<file path="config.mk">
export PLATFORM = sky130hd
export DESIGN_NAME = pc_fetch_flat
export DESIGN_NICKNAME = d
export VERILOG_FILES = /design/src/rtl/pc_fetch_if.sv /design/src/rtl/pc_fetch.sv /design/src/flat_wrapper.sv
export SDC_FILE = /design/constraint.sdc
export NUM_CORES = 1
export LEC_CHECK = 0
export CORE_AREA = 2 2 162 164
export DETAILED_ROUTE_END_ITERATION = 10
export DIE_AREA = 0 0 164 166
export PLACE_DENSITY_LB_ADDON = 0.05
export SYNTH_ARGS = -nofsm -noshare
export SYNTH_HDL_FRONTEND = slang
export SYNTH_SLANG_ARGS = --single-unit
</file>
<file path="constraint.sdc">
create_clock -name clk -period 10.85 [get_ports clk]
set_input_delay 3.255 -clock clk [delete_from_list [all_inputs] [get_ports clk]]
set_output_delay 3.255 -clock clk [all_outputs]
set_load 0.02 [all_outputs]
</file>
<file path="src/rtl/pc_fetch_if.sv">
// Fetch-stage bus bundle: instruction-memory port plus the decode-facing head of the fetch buffer.
// Decode handshake: an entry moves exactly in a cycle where id_valid && id_ready at the rising edge;
// id_valid never depends on id_ready, and id_inst/id_pc/id_pc4 are stable while id_valid is high and not accepted.
interface pc_fetch_if;
    logic [31:0] im_addr;
    logic        im_r;
    logic [31:0] im_rd;
    logic        id_valid;
    logic        id_ready;
    logic [31:0] id_inst;
    logic [31:0] id_pc;
    logic [31:0] id_pc4;

    modport master (
        output im_addr, im_r, id_valid, id_inst, id_pc, id_pc4,
        input  im_rd, id_ready
    );

    modport slave (
        input  im_addr, im_r, id_valid, id_inst, id_pc, id_pc4,
        output im_rd, id_ready
    );
endinterface

</file>
<file path="src/rtl/pc_fetch.sv">
// Instruction-fetch stage: owns the PC, reads imem combinationally and queues {pc, inst}
// pairs in a small FIFO toward decode; a redirect flushes the queue and reloads the PC.
module pc_fetch #(
    parameter logic [31:0] RESET_PC = 32'h0000_0000,
    parameter int          DEPTH    = 2
) (
    input  logic        clk,
    input  logic        rst_n,
    input  logic        fetch_en,
    input  logic        redirect,
    input  logic [31:0] redirect_pc,
    pc_fetch_if.master  bus
);

    localparam int PW = $clog2(DEPTH);
    localparam int CW = PW + 1;
    localparam logic [CW-1:0] FULL = CW'(DEPTH);

    if ((DEPTH < 2) || ((DEPTH & (DEPTH - 1)) != 0) || (RESET_PC[1:0] != 2'b00)) begin : g_bad_param
        $error("pc_fetch: DEPTH must be a power of 2 >= 2 and RESET_PC word aligned");
    end

    logic [31:0]   pc;
    logic [PW-1:0] wr_ptr;
    logic [PW-1:0] rd_ptr;
    logic [CW-1:0] count;
    logic [31:0]   buf_pc   [DEPTH];
    logic [31:0]   buf_inst [DEPTH];

    logic fetch;
    logic deq;
    logic head_valid;

    // Full check uses only the registered count, so id_ready never reaches im_r.
    assign fetch      = rst_n & fetch_en & ~redirect & (count < FULL);
    assign head_valid = (count != '0);
    assign deq        = head_valid & bus.id_ready;

    assign bus.im_addr = pc;
    assign bus.im_r    = fetch;

    always_ff @(posedge clk or negedge rst_n) begin
        if (!rst_n) begin
            pc     <= RESET_PC;
            wr_ptr <= '0;
            rd_ptr <= '0;
            count  <= '0;
        end else if (redirect) begin
            // Flush wins over any concurrent fetch or dequeue.
            pc     <= {redirect_pc[31:2], 2'b00};
            wr_ptr <= '0;
            rd_ptr <= '0;
            count  <= '0;
        end else begin
            if (fetch) begin
                pc     <= pc + 32'd4;
                wr_ptr <= wr_ptr + 1'b1;
            end
            if (deq) begin
                rd_ptr <= rd_ptr + 1'b1;
            end
            case ({fetch, deq})
                2'b10:   count <= count + 1'b1;
                2'b01:   count <= count - 1'b1;
                default: count <= count;
            endcase
        end
    end

    // Payload storage needs no reset: entries are only visible through count.
    always_ff @(posedge clk) begin
        if (fetch) begin
            buf_pc[wr_ptr]   <= pc;
            buf_inst[wr_ptr] <= bus.im_rd;
        end
    end

    assign bus.id_valid = head_valid;
    assign bus.id_inst  = head_valid ? buf_inst[rd_ptr] : 32'h0;
    assign bus.id_pc    = head_valid ? buf_pc[rd_ptr] : 32'h0;
    assign bus.id_pc4   = head_valid ? (buf_pc[rd_ptr] + 32'd4) : 32'h0;

endmodule

</file>
<file path="src/flat_wrapper.sv">
// flat-port wrapper written by rule: the top's interface ports become plain ports
module pc_fetch_flat 
#(
    parameter logic [31:0] RESET_PC = 32'h0000_0000,
    parameter int          DEPTH    = 2
)
  (clk, rst_n, fetch_en, redirect, redirect_pc, bus_im_addr, bus_im_r, bus_id_valid, bus_id_inst, bus_id_pc, bus_id_pc4, bus_im_rd, bus_id_ready);
  pc_fetch_if bus_i ();
  input  logic clk;
  input  logic rst_n;
  input  logic fetch_en;
  input  logic redirect;
  input  logic [31:0] redirect_pc;
  output wire logic [$bits(bus_i.im_addr)-1:0] bus_im_addr;
  output wire logic [$bits(bus_i.im_r)-1:0] bus_im_r;
  output wire logic [$bits(bus_i.id_valid)-1:0] bus_id_valid;
  output wire logic [$bits(bus_i.id_inst)-1:0] bus_id_inst;
  output wire logic [$bits(bus_i.id_pc)-1:0] bus_id_pc;
  output wire logic [$bits(bus_i.id_pc4)-1:0] bus_id_pc4;
  input wire logic [$bits(bus_i.im_rd)-1:0] bus_im_rd;
  input wire logic [$bits(bus_i.id_ready)-1:0] bus_id_ready;
  assign bus_im_addr = bus_i.im_addr;
  assign bus_im_r = bus_i.im_r;
  assign bus_id_valid = bus_i.id_valid;
  assign bus_id_inst = bus_i.id_inst;
  assign bus_id_pc = bus_i.id_pc;
  assign bus_id_pc4 = bus_i.id_pc4;
  assign bus_i.im_rd = bus_im_rd;
  assign bus_i.id_ready = bus_id_ready;
  pc_fetch #(.RESET_PC(RESET_PC), .DEPTH(DEPTH)) u_core (.clk(clk), .rst_n(rst_n), .fetch_en(fetch_en), .redirect(redirect), .redirect_pc(redirect_pc), .bus(bus_i));
endmodule
</file>
==> results.cfg <==
[sta]
period_share_pct = 74.48
slew_viol_final = 0
fmax_mhz = 123.7
clock_skew_ns = 0.01312
finalCriticalPeriod_ns = 8.081
setup_viol = 0
slew_headroom_pct = 33.12
rsz0062_at_grt = no
hold_viol = 0
tightest_slew_ns = 1.003
tns_ns = 0

[drt]
wl_um = 20300
antenna_left = 0
wl_per_cell_um = 17.44
drc = 0
viasPerCell = 4.662
dr.pass1.iters = 5
via_count = 5427
detail_route.iter0.violations = 300

[global_route]
grt_pass1_vias = 5419
grt_max_degree = 76
grtUsageMet1_pct = 20.84
grt_busiest_layer = met2
grt_use_total_pct = 14.80
grtUsageMet3_pct = 3.472
antenna_found_initial = 0
overflow = 0
grt_pass1_wl_um = 30770
use_met2_pct = 22.73

[clocking]
clkSlewWorstSetupHoldPaths_ns = 0.07
post_cts_resized = 0
postCtsSetupRepairBufs = 0
root_buffer = clkbuf_16
numCtsBuffers = 17
htree_num_levels = 4
clockBufferDepth = 2
hold_buffers = 0
clock_sinks = 158
tritoncts = built
clock_latency_ns = 0.42

[finish]
final_layout_size_suffix_gt1_share_pct = 6.514
final_core_util_pct = 40.14
nets = 887
stdcell_count = 1164
area_growth_pct = 36.65
diodes = 0

[worst_hold_path]
min_from = u_core.bus.im_addr[31]
worstHoldPathType = reg2reg
min_delay_path_depth = 0
min_delay_worst_endpoint = u_core.buf_pc[0][31]

[place]
place.detailed.instances = 1132
io_buffers = 190
dpl.hpwl_um = 13810
routabilityCongestion = 0.7982

[logic_synthesis]
ys_async_sr_fraction_pct = 21.52
synth_area_um2 = 7525
yosys_register_bits = 158
synth_top_area_share_pct = 49.48
synth_edf_count = 124
synth_top_cells_by_area = edfxtp_1, dfrtp_1, mux2i_1, nor2_1, xnor2_1
syn_inst = 637
ys_seq_area_share_pct = 60.79
synth.avg_cell_area_um2 = 11.81
ys_warn_count = 0
ys_types = 51
synth_area_leader_cell = edfxtp_1
ys.flop_type = edfxtp_1

[critical_path]
cp.required_ns = 7.60
arrival_ns = 4.83
r2r_start = u_core.count[1]
critPathMaxStageDelay_ns = 0.64
worstPathCellList = buf_2 -> buf_4 -> nand3b_1 -> nor2_1 -> clkdlybuf4s50_1
cp_max_fo = 37
start_kind = input port
cp_num_buf_inv = 3
r2r_slack_ns = 8.36
rr_worst_depth = 6
worstReg2RegEnd = u_core.rd_ptr
worst_path_dominant_cell_family = buffers and inverters
critPathCaptureType = output port
worstSetupPathType = in2out
critPathSlowestCell = clkdlybuf4s50_1

[floorplan]
rows = 59
die-area_um2 = 27220
io_pins = 199
die_h_um = 166
initial_core_util_pct = 29.38
coreArea_um2 = 25620
die-width_um = 164

[pwr]
power_leakage_nw = 3.375
vdd_drop_max_v = 0.00007602
power_density_nw_per_um2 = 145.4

[run]
max_cap_viol_count = 0

[run_status]
outcome = complete, no violations
==> synthesized netlist by cell type, drive strengths merged, types with 2 or more instances <==
library cell and count:
nand3 25, a32oi 2, inv 11, clkbuf 25
or2 2, buf 16, mux2i 56, a32o 2
mux2 9, ha 2, xor2 8, nand2 58
and2 9, nor2 91, a21oi 6, nand3b 5
dfrtp 34, o31ai 9, xnor2 38, nor2b 4
nand4 10, and4 4, nor3 12, nand4b 5
o21ai 37, a31oi 3, o41ai 3, a22oi 3
a211oi 2, nor4 9, or3 2, edfxtp 124
==> worst max path at each step <==
stage | slack [ns] | from | cells past startpoint | end
after detailed placement | 2.73 | rst_n | 5 | bus_im_r
after global placement | 2.73 | rst_n | 5 | bus_im_r
after global routing | 2.56 | u_core.rd_ptr | 7 | bus_id_pc4[29]
after floorplan | 2.36 | redirect | 3 | u_core.buf_inst[0][0]
after CTS | 2.71 | rst_n | 5 | bus_im_r
final | 2.77 | rst_n | 5 | bus_im_r
==> layer usage <==
layer	share of wire (%)	routed length [um]
met1	48	9734
met2	45	9104
met3	6.0	1224
met4	1.1	233
met5	0	0
==> layout make-up <==
| class | instances | area [um^2] |
|---|---|---|
| multi-input combinational | 432 | 2743 |
| timing repair buffer | 196 | 1937 |
| tap | 335 | 419.2 |
| sequential | 158 | 4578 |
| clock inverter | 14 | 125.1 |
| fill | 2445 | 15330 |
| clock buffer | 18 | 439.2 |
| inverter | 11 | 41.29 |
==> per-stage QoR <==
step | hold WS, ns | total power, mW | setup slack (ns) | instance area, um^2
6_report | 0.5504 | 1.495 | 2.769 | 10280
5_1_grt | 0.6075 | 1.563 | 2.559 | 10280
4_1_cts | 0.5618 | 1.521 | 2.713 | 10280
3_5_place_dp | 0.5387 | 0.9377 | 2.730 | 9718
3_3_place_gp | 0.5402 | 0.9345 | 2.727 | 9718
2_1_floorplan | 0.5243 | 0.8266 | 2.363 | 7543
==> power by group <==
part | switching (mW) | leakage, nW | internal, mW
registers | 0.0314 | 1.55 | 0.681
logic | 0.110 | 1.55 | 0.0995
clock network | 0.265 | 0.280 | 0.308
==> state kept, by name, indices dropped and copies added (netlist names) <==
signal and cells:
u_core.bus.im_addr 30, u_core.buf_pc 60, u_core.wr_ptr 1, u_core.rd_ptr 1, u_core.count 2, u_core.buf_inst 64
==> cells in the final DEF (no fill, tap or decap), drive strengths merged, types with 5 or more instances in the layout <==
| cell type | count |
|---|---|
| o31ai | 9 |
| nor3 | 12 |
| conb | 6 |
| clkinv | 6 |
| xnor2 | 38 |
| dfrtp | 34 |
| clkdlybuf4s50 | 188 |
| a21oi | 6 |
| mux2 | 9 |
| o21ai | 37 |
| nor2 | 91 |
| edfxtp | 124 |
| mux2i | 56 |
| buf | 8 |
| xor2 | 8 |
| nor4 | 9 |
| inv | 19 |
| nand2 | 58 |
| nand4 | 10 |
| and2 | 9 |
| nand3b | 5 |
| nand3 | 25 |
| clkbuf | 18 |
| nand4b | 5 |
==> cells by family after synthesis <==
| kind of cell | count (synthesis) | synth area share [%] |
|---|---|---|
| compound gates | 73 | 6.302 |
| fa+ha+maj | 2 | 0.3325 |
| flops | 158 | 60.79 |
| xor+xnor | 46 | 5.354 |
| simple gates | 240 | 15.18 |
| other cells | 1 | 0.04984 |
| buf+inv | 52 | 3.193 |
| mux | 65 | 8.796 |
No activity file was read; power rests on OpenSTA's default activity.
